**src/rtl/sync_fifo_pkg.sv**
```systemverilog
// Shared constants for the flagged synchronous FIFO: read-mode selectors and
// the occupancy-counter width helper.
package sync_fifo_pkg;

  localparam int FIFO_STD  = 0;
  localparam int FIFO_FWFT = 1;

  // Occupancy must represent 0..DEPTH inclusive, hence one bit wider than the address
  function automatic int count_width(input int addr_width);
    return addr_width + 1;
  endfunction

endpackage

```
**src/rtl/fifo_mem.sv**
```systemverilog
// DEPTH x DATA_WIDTH storage array: synchronous write port, asynchronous read port.
// Contents are intentionally never reset.
module fifo_mem #(
  parameter int DATA_WIDTH = 6,
  parameter int ADDR_WIDTH = 4
) (
  input  logic                  clk,
  input  logic                  wr_en,
  input  logic [ADDR_WIDTH-1:0] wr_addr,
  input  logic [DATA_WIDTH-1:0] wr_data,
  input  logic [ADDR_WIDTH-1:0] rd_addr,
  output logic [DATA_WIDTH-1:0] rd_data
);

  logic [DATA_WIDTH-1:0] mem_r [2**ADDR_WIDTH];

  // Write port
  always_ff @(posedge clk) begin
    if (wr_en) begin
      mem_r[wr_addr] <= wr_data;
    end
  end

  assign rd_data = mem_r[rd_addr];

endmodule

```
**src/rtl/sync_fifo_flags.sv**
```systemverilog
// Synchronous FIFO with registered occupancy count, full/empty/almost flags,
// sticky overflow/underflow errors and selectable standard or FWFT read mode.
module sync_fifo_flags
  import sync_fifo_pkg::*;
#(
  parameter int DATA_WIDTH    = 6,
  parameter int ADDR_WIDTH    = 4,
  parameter int AFULL_THRESH  = (2**ADDR_WIDTH) - 2,
  parameter int AEMPTY_THRESH = 2,
  parameter int FWFT          = FIFO_STD
) (
  input  logic                  clk,
  input  logic                  rst,
  input  logic [DATA_WIDTH-1:0] data_in,
  input  logic                  write_enable,
  input  logic                  read_enable,
  input  logic                  err_clr,
  output logic [DATA_WIDTH-1:0] data_out,
  output logic                  fifo_full,
  output logic                  fifo_empty,
  output logic                  almost_full,
  output logic                  almost_empty,
  output logic [ADDR_WIDTH:0]   fill_count,
  output logic                  overflow,
  output logic                  underflow
);

  localparam int DEPTH = 2**ADDR_WIDTH;
  localparam int CW    = count_width(ADDR_WIDTH);

  if (!((AEMPTY_THRESH < AFULL_THRESH) && (AFULL_THRESH <= DEPTH))) begin : g_bad_params
    $error("sync_fifo_flags: need AEMPTY_THRESH < AFULL_THRESH <= DEPTH");
  end

  logic [CW-1:0]         wr_ptr_r;
  logic [CW-1:0]         rd_ptr_r;
  logic [CW-1:0]         count_r;
  logic [CW-1:0]         count_nxt_s;
  logic                  full_r;
  logic                  empty_r;
  logic                  afull_r;
  logic                  aempty_r;
  logic                  ovf_r;
  logic                  udf_r;
  logic                  wr_acc_s;
  logic                  rd_acc_s;
  logic                  ovf_set_s;
  logic                  udf_set_s;
  logic [DATA_WIDTH-1:0] mem_rdata_s;

  // Accept/reject decisions and next occupancy
  always_comb begin
    rd_acc_s    = read_enable & ~empty_r;
    wr_acc_s    = write_enable & (~full_r | rd_acc_s);
    ovf_set_s   = write_enable & ~wr_acc_s;
    udf_set_s   = read_enable & empty_r;
    count_nxt_s = count_r;
    case ({wr_acc_s, rd_acc_s})
      2'b10:   count_nxt_s = count_r + CW'(1);
      2'b01:   count_nxt_s = count_r - CW'(1);
      default: count_nxt_s = count_r;
    endcase
  end

  // Pointers, occupancy, flags (decoded from the next count so they stay aligned with fill_count) and sticky errors
  always_ff @(posedge clk) begin
    if (rst) begin
      wr_ptr_r <= {CW{1'b0}};
      rd_ptr_r <= {CW{1'b0}};
      count_r  <= {CW{1'b0}};
      full_r   <= 1'b0;
      empty_r  <= 1'b1;
      afull_r  <= 1'b0;
      aempty_r <= 1'b1;
      ovf_r    <= 1'b0;
      udf_r    <= 1'b0;
    end else begin
      if (wr_acc_s) begin
        wr_ptr_r <= wr_ptr_r + CW'(1);
      end
      if (rd_acc_s) begin
        rd_ptr_r <= rd_ptr_r + CW'(1);
      end
      count_r  <= count_nxt_s;
      full_r   <= (count_nxt_s == CW'(DEPTH));
      empty_r  <= (count_nxt_s == {CW{1'b0}});
      afull_r  <= (count_nxt_s >= CW'(AFULL_THRESH));
      aempty_r <= (count_nxt_s <= CW'(AEMPTY_THRESH));
      ovf_r    <= ovf_set_s | (ovf_r & ~err_clr);
      udf_r    <= udf_set_s | (udf_r & ~err_clr);
    end
  end

  fifo_mem #(
    .DATA_WIDTH(DATA_WIDTH),
    .ADDR_WIDTH(ADDR_WIDTH)
  ) u_mem (
    .clk    (clk),
    .wr_en  (wr_acc_s),
    .wr_addr(wr_ptr_r[ADDR_WIDTH-1:0]),
    .wr_data(data_in),
    .rd_addr(rd_ptr_r[ADDR_WIDTH-1:0]),
    .rd_data(mem_rdata_s)
  );

  if (FWFT == FIFO_FWFT) begin : g_fwft
    assign data_out = mem_rdata_s;
  end else begin : g_std
    logic [DATA_WIDTH-1:0] dout_r;
    // Registered read data, refreshed only on an accepted pop
    always_ff @(posedge clk) begin
      if (rst) begin
        dout_r <= {DATA_WIDTH{1'b0}};
      end else if (rd_acc_s) begin
        dout_r <= mem_rdata_s;
      end
    end
    assign data_out = dout_r;
  end

  // Pointer wrap bits only disambiguate full vs empty; occupancy is tracked separately
  logic unused_ptr_msb_s;
  assign unused_ptr_msb_s = wr_ptr_r[ADDR_WIDTH] ^ rd_ptr_r[ADDR_WIDTH];

  assign fill_count   = count_r;
  assign fifo_full    = full_r;
  assign fifo_empty   = empty_r;
  assign almost_full  = afull_r;
  assign almost_empty = aempty_r;
  assign overflow     = ovf_r;
  assign underflow    = udf_r;

endmodule

```
**config.mk**
```make
export PLATFORM = sky130hd
export DESIGN_NAME = sync_fifo_flags
export DESIGN_NICKNAME = d
export VERILOG_FILES = /design/src/rtl/sync_fifo_pkg.sv /design/src/rtl/fifo_mem.sv /design/src/rtl/sync_fifo_flags.sv
export SDC_FILE = /design/constraint.sdc
export NUM_CORES = 1
export LEC_CHECK = 0
export CORE_AREA = 4 4 89 107
export CTS_CLUSTER_DIAMETER = 150
export CTS_CLUSTER_SIZE = 20
export DETAILED_ROUTE_END_ITERATION = 8
export DIE_AREA = 0 0 93 111
export GPL_ROUTABILITY_DRIVEN = 0
export PLACE_DENSITY_LB_ADDON = 0.15
export SYNTH_ARGS = -nofsm -noshare
export SYNTH_HDL_FRONTEND = slang
export SYNTH_SLANG_ARGS = --single-unit
export TNS_END_PERCENT = 5
```
**constraint.sdc**
```tcl
create_clock -name clk -period 3.38 [get_ports clk]
set_input_delay 0.338 -clock clk [delete_from_list [all_inputs] [get_ports clk]]
set_output_delay 0.338 -clock clk [all_outputs]
set_load 0.01 [all_outputs]
```
# Word level (Yosys, flattened, before mapping)

Memories as Yosys holds them, arrays and structs flattened. A register that Yosys moved wholly into a read port is not among the register bits.
Index checks and enable logic that the tools add are counted.
W data, S select, Z words.

Flip-flop bits (word level): 21
RAM bits: 96
Output and inout bits: 17
Word-level logic and storage cells: 36
Memories kept: 1

Add/subtract/negate cells: 4
Order comparisons: 2
Equality and inequality tests: 3
Mux-type cells: 3
Bitwise operators: 13
Reduce and logical (&&, ||, !) cells: 1

Memories:

| name        | depth | bits a word | read ports | clocked after memory_dff | wr ports | RTL line       | text |
|---|---|---|---|---|---|---|---|
| u_mem.mem_r | 16    | 6           | 1          | 1                        | 1        | fifo_mem.sv:15 | `logic [DATA_WIDTH-1:0] mem_r [2**ADDR_WIDTH];` |

Operators by type and width:

| cell                  | count |
|---|---|
| $add A5 B1 Y5 const B | 3 |
| $pmux W5 S2           | 1 |
| $and A1 B1 Y1         | 6 |
| $eq A5 B5 Y1 const B  | 1 |
| $ge A5 B4 Y1 const B  | 1 |
| $le A5 B2 Y1 const B  | 1 |
| $logic_not A5 Y1      | 1 |
| $sub A5 B1 Y5 const B | 1 |
| $not A1 Y1            | 4 |
| $or A1 B1 Y1          | 3 |
| $eq A2 B1 Y1 const B  | 1 |
| $eq A2 B2 Y1 const B  | 1 |
| $mux W1               | 2 |

# Logic depth before layout (Yosys ltp)

Gate-level depths: netlist of the first run.

Word-level depth: 7
Depth in mapped cells: 13
Gate-level depth less buffers: 11

# Cells and area by module

From an unflattened synthesis of the first run, not the netlist that was laid out.

Cell total of the unflattened synthesis: 303
Area, all modules: 4924.7 um^2

By module, submodules not included:

| module          | times used | cells each | area each (um^2) | seq. area each (um^2) |
|---|---|---|---|---|
| fifo_mem        | 1          | 172        | 3774.9           | 2882.8 |
| sync_fifo_flags | 1          | 131        | 1149.9           | 500.5 |

# Least setup slack after synthesis of the first run

No wires, ideal clock.

Kind: reg2reg
Start: reg empty_r, in the netlist fifo_empty
End: reg aempty_r, in the netlist almost_empty
Setup time: 116 ps
Arrival: 2675 ps
Slack: 589 ps
Cell stages (with the launch flop): 14
Clock period less this slack: 2791 ps
Path through: dfxtp_1 > nand2b_1 > clkbuf_1 > a21boi_2 > inv_1 > ha_1 > buf_2 > xor2_1 > ha_1 > o21ai_0 > a211o_1 > a211oi_2 > xnor2_1 > a41o_1

Cells in the longest elaborated chain, start to end: 7
Elaborated cells between the ends (all ways): 8
Those cells by class: order compare: 1; eq/ne: 2; mux: 1; bitwise: 4

RTL lines:

| item                                                | RTL line              | text |
|---|---|---|
| from (decl)                                         | sync_fifo_flags.sv:40 | `logic empty_r;` |
| from (signal assigned)                              | sync_fifo_flags.sv:86 | `empty_r <= (count_nxt_s == {CW{1'b0}});` |
| $not A1 Y1 (*)                                      | sync_fifo_flags.sv:53 | `rd_acc_s = read_enable & ~empty_r;` |
| $and A1 B1 Y1 (*)                                   | sync_fifo_flags.sv:53 |  |
| $or A1 B1 Y1                                        | sync_fifo_flags.sv:54 | `wr_acc_s = write_enable & (~full_r \| rd_acc_s);` |
| $and A1 B1 Y1                                       | sync_fifo_flags.sv:54 |  |
| $eq A2 B1 Y1 / $eq A2 B2 Y1 (equally long branches) | sync_fifo_flags.sv:58 | `case ({wr_acc_s, rd_acc_s})` |
| $pmux W5 S2 (*)                                     | sync_fifo_flags.sv:58 |  |
| $le A5 B2 Y1 (*)                                    | sync_fifo_flags.sv:88 | `aempty_r <= (count_nxt_s <= CW'(AEMPTY_THRESH));` |
| to (signal assigned)                                | sync_fifo_flags.sv:88 |  |
| to (decl)                                           | sync_fifo_flags.sv:42 | `logic aempty_r;` |

Every way passes the cells marked *; elsewhere a longest branch is shown, timed or not.
A chain may end at the register's enable or synchronous reset.

# Worst setup path in the final report of the first run

Start: reg empty_r, in the netlist fifo_empty
End: reg full_r, in the netlist fifo_full

Cells in the longest elaborated chain, start to end: 7
Elaborated cells between the ends (all ways): 8
Those cells by class: eq/ne: 3; mux: 1; bitwise: 4

RTL lines:

| item                                                | RTL line              | text |
|---|---|---|
| $not A1 Y1 (*)                                      | sync_fifo_flags.sv:53 |  |
| $and A1 B1 Y1 (*)                                   | sync_fifo_flags.sv:53 |  |
| $or A1 B1 Y1                                        | sync_fifo_flags.sv:54 |  |
| $and A1 B1 Y1                                       | sync_fifo_flags.sv:54 |  |
| $eq A2 B1 Y1 / $eq A2 B2 Y1 (equally long branches) | sync_fifo_flags.sv:58 |  |
| $pmux W5 S2 (*)                                     | sync_fifo_flags.sv:58 |  |
| $eq A5 B5 Y1 (*)                                    | sync_fifo_flags.sv:85 | `full_r <= (count_nxt_s == CW'(DEPTH));` |
| to (signal assigned)                                | sync_fifo_flags.sv:85 |  |
| to (decl)                                           | sync_fifo_flags.sv:39 | `logic full_r;` |

Marks and branches as above.

==> results of run 1 <==
[area by class of cell]
| cell class | count | area (µm²) |
|---|---|---|
| Sequential cell | 121 | 3380 |
| Fill cell | 601 | 2680 |
| Multi-Input combinational cell | 163 | 1400 |
| Clock buffer | 17 | 414 |
| Timing Repair Buffer | 35 | 330 |
| Tap cell | 117 | 146 |
| Clock inverter | 15 | 143 |
| Inverter | 6 | 22.5 |
[power groups by stage]
stage          Sequential (mW)  Clock [mW]  Combinational [mW]
2_1_floorplan             1.76           0               0.413
3_3_place_gp              1.77           0               0.600
3_5_place_dp              1.77           0               0.610
4_1_cts                   1.75        1.69               0.614
5_1_grt                   1.76        1.76               0.662
6_report                  1.74        1.66               0.606
[worst max-delay path, delay by kind of cell (launching register included)]
family / cells / cell delay, ns
adders and majority gates: 2 / 0.55
xor gates and xnor gates: 2 / 0.55
and+or+nand+nor: 3 / 0.52
AOI/OAI and AO/OA: 2 / 0.35
DFF: 1 / 0.34
muxes: 1 / 0.25
buffers and inverters: 1 / 0.07
[state kept, by name, summed over array words and instances (netlist names)]
signal        cells
rd_ptr_r          4
almost_full       1
fill_count        5
fifo_empty        1
u_mem.mem_r      96
underflow         1
overflow          1
almost_empty      1
fifo_full         1
data_out          6
wr_ptr_r          4
[routing by layer]
layer	routed length, µm	vias up
met5	0	-
met4	128	0
met3	499	13
met2	5260	77
met1	3930	1380
li1	-	1252
[path summary, 6_finish.rpt]
kind                    end        from  slack [ns]  cells past startpoint
setup / recovery  fifo_full  fifo_empty        0.65                     11
hold / removal     overflow     err_clr        0.46                      4
setup reg to reg  fifo_full  fifo_empty        0.65                     11
hold reg to reg   underflow   underflow        0.49                      2
[cells in the mapped netlist]
master     n
nor3_1     4
buf_4      3
a211o_1    2
nor2_1    37
nand2b_1   4
dfxtp_1   25
nor4b_2    1
a31oi_1    8
nand2_1   16
mux4_2    24
a41o_1     2
a21oi_1   10
a211oi_2   1
xnor2_1    4
buf_2      3
ha_1       8
o21ai_0    1
nand3_1    7
nor3b_1    3
a21boi_2   1
xor2_1     7
mux2_4     1
mux2i_1    3
a21o_1     1
inv_1      6
nor2b_1    5
clkbuf_1  13
edfxtp_1  96
nand4_1    2
nor4b_1    1
a32oi_1    1
o22ai_1    2
a22oi_1    7
[metrics by stage]
stage               setup slack (ns)  cell area, µm²  utilization  hold slack (ns)
CTS                            0.665            5840        0.686            0.446
global placement               0.400            5280        0.620            0.470
detailed placement             0.291            5280        0.620            0.476
floorplan                      0.589            4890            -            0.437
global route                   0.388            5840        0.686            0.474
finish                         0.647            5840        0.686            0.459
[cell families (layout without fill, tap and decap cells)]
group                    Yosys count  after routing
flip-flops                       121            121
AND/OR/NAND/NOR                   80             80
AO/OA/AOI/OAI                     36             36
multiplexers                      28             28
buffers and inverters             25             73
XOR/XNOR                          11             11
adder cells (fa/ha/maj)            8              8
==> qor.yml, run 1 <==
dp_hpwl_um: 6340
leakagePower_nw: 1.94
yosysWarnings: 0
syn-cell-area_um2: 4890
place_inst: 442
layout_commonest_cell: "edfxtp_1"
grt_pass1_wl_um: 15900
use_met2: 0.356
cp-start-kind: "flip-flop"
nets: 363
antenna_found_initial: 0
via_per_inst: 5.74
total_power_mw: 4.01
synth-xor-area-share: 0.0197
ys_seq_elements: 121
drv_cap: 0
synth_fa_ha_area_frac: 0.0205
max_slew_margin: 0.322
numPortBuffers: 27
die_w_um: 93
rows: 37
hp-class: "in2reg"
start_util: 0.574
cpPeakStageDelay_ns: 0.34
synth-compound-area-share: 0.0507
cp_cell_sequence: "nand2b_1 > a21boi_2 > inv_1 > ha_1 > xor2_1 > ha_1 > a21oi_1 > mux2i_1 > xor2_1 > nand2_1 > nor4b_2"
drt-total-wl_um: 9820
grt_max_degree: 28
io_pins: 28
met1_usage: 0.274
grt.busiest_layer: "met2"
cts_tree: "yes"
slew_viol_final: 0
cp.required_ns: 3.80
synth_top_cell_area_share: 0.589
clk-insertion-delay-late_ns: 0.51
p_sw_mw: 1.05
status: "completed"
use_met3: 0.0516
fin_cells: 474
vdd_drop_max_v: 0.000346
cp_slowest_cell: "dfxtp_1"
die_area_um2: 10300
cts_resized: 0
syn2layout_area_growth_pct: 19.4
swShare: 0.261
layout_min_cycle_time_ns: 2.73
pwr-share-clk: 0.415
rsz0062_at_grt: "no"
arrival_ns: 3.15
root_buffer: "clkbuf_8"
drt_iter0_markers: 180
htree_levels: 4
hold_buffers: 0
p_int_mw: 2.97
fin_crit_sh: 0.809
finalSetupTns_ns: 0
worstMarginPinSlew_ns: 1.01
pwr-share-seq: 0.434
fp.coreArea_um2: 8520
drc: 0
overflow: 0
finalSetupViolCount: 0
crit_fanout: 11
synth-simple-area-share: 0.0755
synthMuxAreaShare: 0.120
diodes: 0
drive_gt1_frac: 0.193
cts_setup_buffers: 0
pwr_density_cell_nw_per_um2: 687
syn_inst: 309
synth_fp_nets: 328
hold_viol: 0
fmax_ghz: 0.366
cp-end-kind: "flip-flop"
grt_usage: 0.212
fp.dieH_um: 111
clock-sinks: 121
first_pass_iters: 4
finalClockSkew_ns: 0.00635
path_class: "reg2reg"
cts_buffers: 17
synth_area_leader_cell: "edfxtp_1"
antenna_left: 0
ys_types: 33
ys_seq_area_frac: 0.692
wl_per_cell_um: 20.7
synth_top_family_by_area: "multiplexers"
routed-via-count: 2722
cts_max_path_buffers: 2
power_frac_comb: 0.151
synth_area_leaders: "edfxtp_1 (59%), mux4_2 (11%), dfxtp_1 (10%)"
syn_area_per_cell_um2: 15.8
final_cell_mix: "edfxtp_1 (96), nor2_1 (37), clkdlybuf4s50_1 (27)"
path_clk_slew_ns: 0.06
grt_pass1_vias: 2787
(Power assumes the default switching activity.)
==> run 2, diff against run 1 <==
--- a/config.mk
+++ b/config.mk
@@ -5,11 +5,11 @@
 export SDC_FILE = /design/constraint.sdc
 export NUM_CORES = 1
 export LEC_CHECK = 0
-export CORE_AREA = 4 4 89 107
+export CORE_AREA = 4 4 93 113
 export CTS_CLUSTER_DIAMETER = 150
 export CTS_CLUSTER_SIZE = 20
 export DETAILED_ROUTE_END_ITERATION = 8
-export DIE_AREA = 0 0 93 111
+export DIE_AREA = 0 0 97 117
 export GPL_ROUTABILITY_DRIVEN = 0
 export PLACE_DENSITY_LB_ADDON = 0.15
 export SYNTH_ARGS = -nofsm -noshare
==> constraint.sdc (replaced) <==
create_clock -name clk -period 2.5 [get_ports clk]
set_input_delay 0.25 -clock clk [delete_from_list [all_inputs] [get_ports clk]]
set_output_delay 0.25 -clock clk [all_outputs]
set_load 0.01 [all_outputs]
==> run 2 against run 1 <==
Clock power increased by 28%. Clock-buffer cell count increased by 3. Clock skew decreased by 0.0022 ns. Sequential share of layout area decreased by 2.1 points. Fmax increased by 16%. Cell count increased by 6.5%. Die area increased by 9.9%. Register-to-register slack got worse by 0.50 ns. Power increased by 34%. Utilization decreased by 4.2 points. Combinational power increased by 46%. First-iteration DRC count decreased by 9.4%.
==> qor.yml, run 2 (same netlist as run 1, synthesis figures left out) <==
drt_iter0_markers: 163
routed-via-count: 2775
grt_pass1_wl_um: 15400
max_flop_register: "u_mem.mem_r"
max_slew_margin: 0.532
grt_pass1_vias: 2813
finalSetupViolCount: 0
syn2layout_area_growth_pct: 23.8
numPortBuffers: 27
dp_hpwl_um: 6630
cp-start-kind: "flip-flop"
die_w_um: 97
finalClockSkew_ns: 0.00410
pwr_density_cell_nw_per_um2: 886
vdd_drop_max_v: 0.000554
hp-class: "reg2reg"
largest_reg_flops: 96
final_cell_mix: "edfxtp_1 (96), nor2_1 (37), buf_4 (32)"
root_buffer: "clkbuf_16"
critPathLaunch: "fifo_empty"
path_clk_slew_ns: 0.05
rows: 39
worstMarginPinSlew_ns: 0.701
grt_max_degree: 28
r2r-start: "fifo_empty"
post-place-ws_ns: -0.285
status: "completed"
crit_fanout: 5
layout_commonest_cell: "edfxtp_1"
fp.coreArea_um2: 9420
path_class: "reg2reg"
layout_min_cycle_time_ns: 2.36
io_pins: 28
overflow: 0
diodes: 0
start_util: 0.519
hold_viol: 0
rsz0062_at_grt: "no"
hold_path_depth: 2
drv_cap: 0
r2r_cells: 11
cp.required_ns: 2.79
fmax_ghz: 0.424
fp.dieH_um: 117
htree_levels: 4
cts_setup_buffers: 0
arrival_ns: 2.65
grt_usage: 0.186
slew_viol_final: 0
cts_tree: "yes"
antenna_left: 0
fin_crit_sh: 0.942
clk-insertion-delay-late_ns: 0.40
leakagePower_nw: 2.08
cts_max_path_buffers: 2
place_inst: 473
nFillCells: 666
cts_buffers: 17
drc: 0
first_pass_iters: 4
clock-sinks: 121
die_area_um2: 11300
antenna_found_initial: 0
fin_cells: 505
wl_per_cell_um: 19.0
cp-end-kind: "flip-flop"
setup_ws_ns: 0.144
drive_gt1_frac: 0.243
nets: 388
seqCellArea_um2: 3390
hold_start: "overflow"
via_per_inst: 5.50
multiInputGateArea_um2: 1440
drt-total-wl_um: 9600
## run 2: cell types whose count changed in the layout (fill, tap and decap cells not counted), sizes merged
cell / delta
buf: +25
clkinv: +6
inv: -6
clkbuf: +3
clkinvlp: -3
## run 2: through the flow
stage	TNS, ns	utilization	hold slack, ns	area, µm²	power [mW]
final	0	0.643	0.489	6060	5.37
after global routing	0	0.643	0.526	6060	5.62
after CTS	0	0.642	0.476	6050	5.43
after detailed placement	-1.23	0.587	0.480	5530	3.30
after global placement	-0.872	0.587	0.473	5530	3.28
after floorplan	-0.337	-	0.349	4950	2.96
## run 2: worst paths after layout
| check | end | slack, ns |
|---|---|---|
| max reg2reg | fifo_empty | 0.14 |
| min reg2reg | overflow | 0.49 |
| min | overflow | 0.49 |
| max | fifo_empty | 0.14 |
## run 2: repair_timing
item	CTS	global route
resized for setup	0	1
endpoints found under the setup margin	0	3
hold buffers	0	0
## run 2: worst max-delay path: stages, from the launching register on
cell and delay [ns]:
dfxtp_2 0.33, nand2b_4 0.16, a21boi_4 0.14, inv_2 0.06, ha_4 0.16, xor2_1 0.18, ha_2 0.24, o21ai_1 0.07
a211o_1 0.26, a211oi_2 0.23, xnor2_2 0.16, a41o_1 0.25
## run 2: final cells by class
| type | instances | share of cell area |
|---|---|---|
| flip-flops and latches | 121 | 0.559 |
| multi-input cells | 163 | 0.238 |
| repair buffers | 60 | 0.0876 |
| clock buffers | 20 | 0.0721 |
| well taps | 123 | 0.0254 |
| clock inverters | 12 | 0.0138 |
| inverters | 6 | 0.00372 |
## run 2: report_power, final
| group | internal (mW) | switching (mW) |
|---|---|---|
| logic | 0.471 | 0.415 |
| clock network | 1.34 | 0.781 |
| registers | 2.27 | 0.0963 |
## run 2: metal layers
metal,part of all wire,GRT usage,routed length [µm]
met4,0.011,0.0627,106
met5,0,0,0
met1,0.40,0.207,3810
met3,0.048,0.0628,461
met2,0.54,0.339,5230
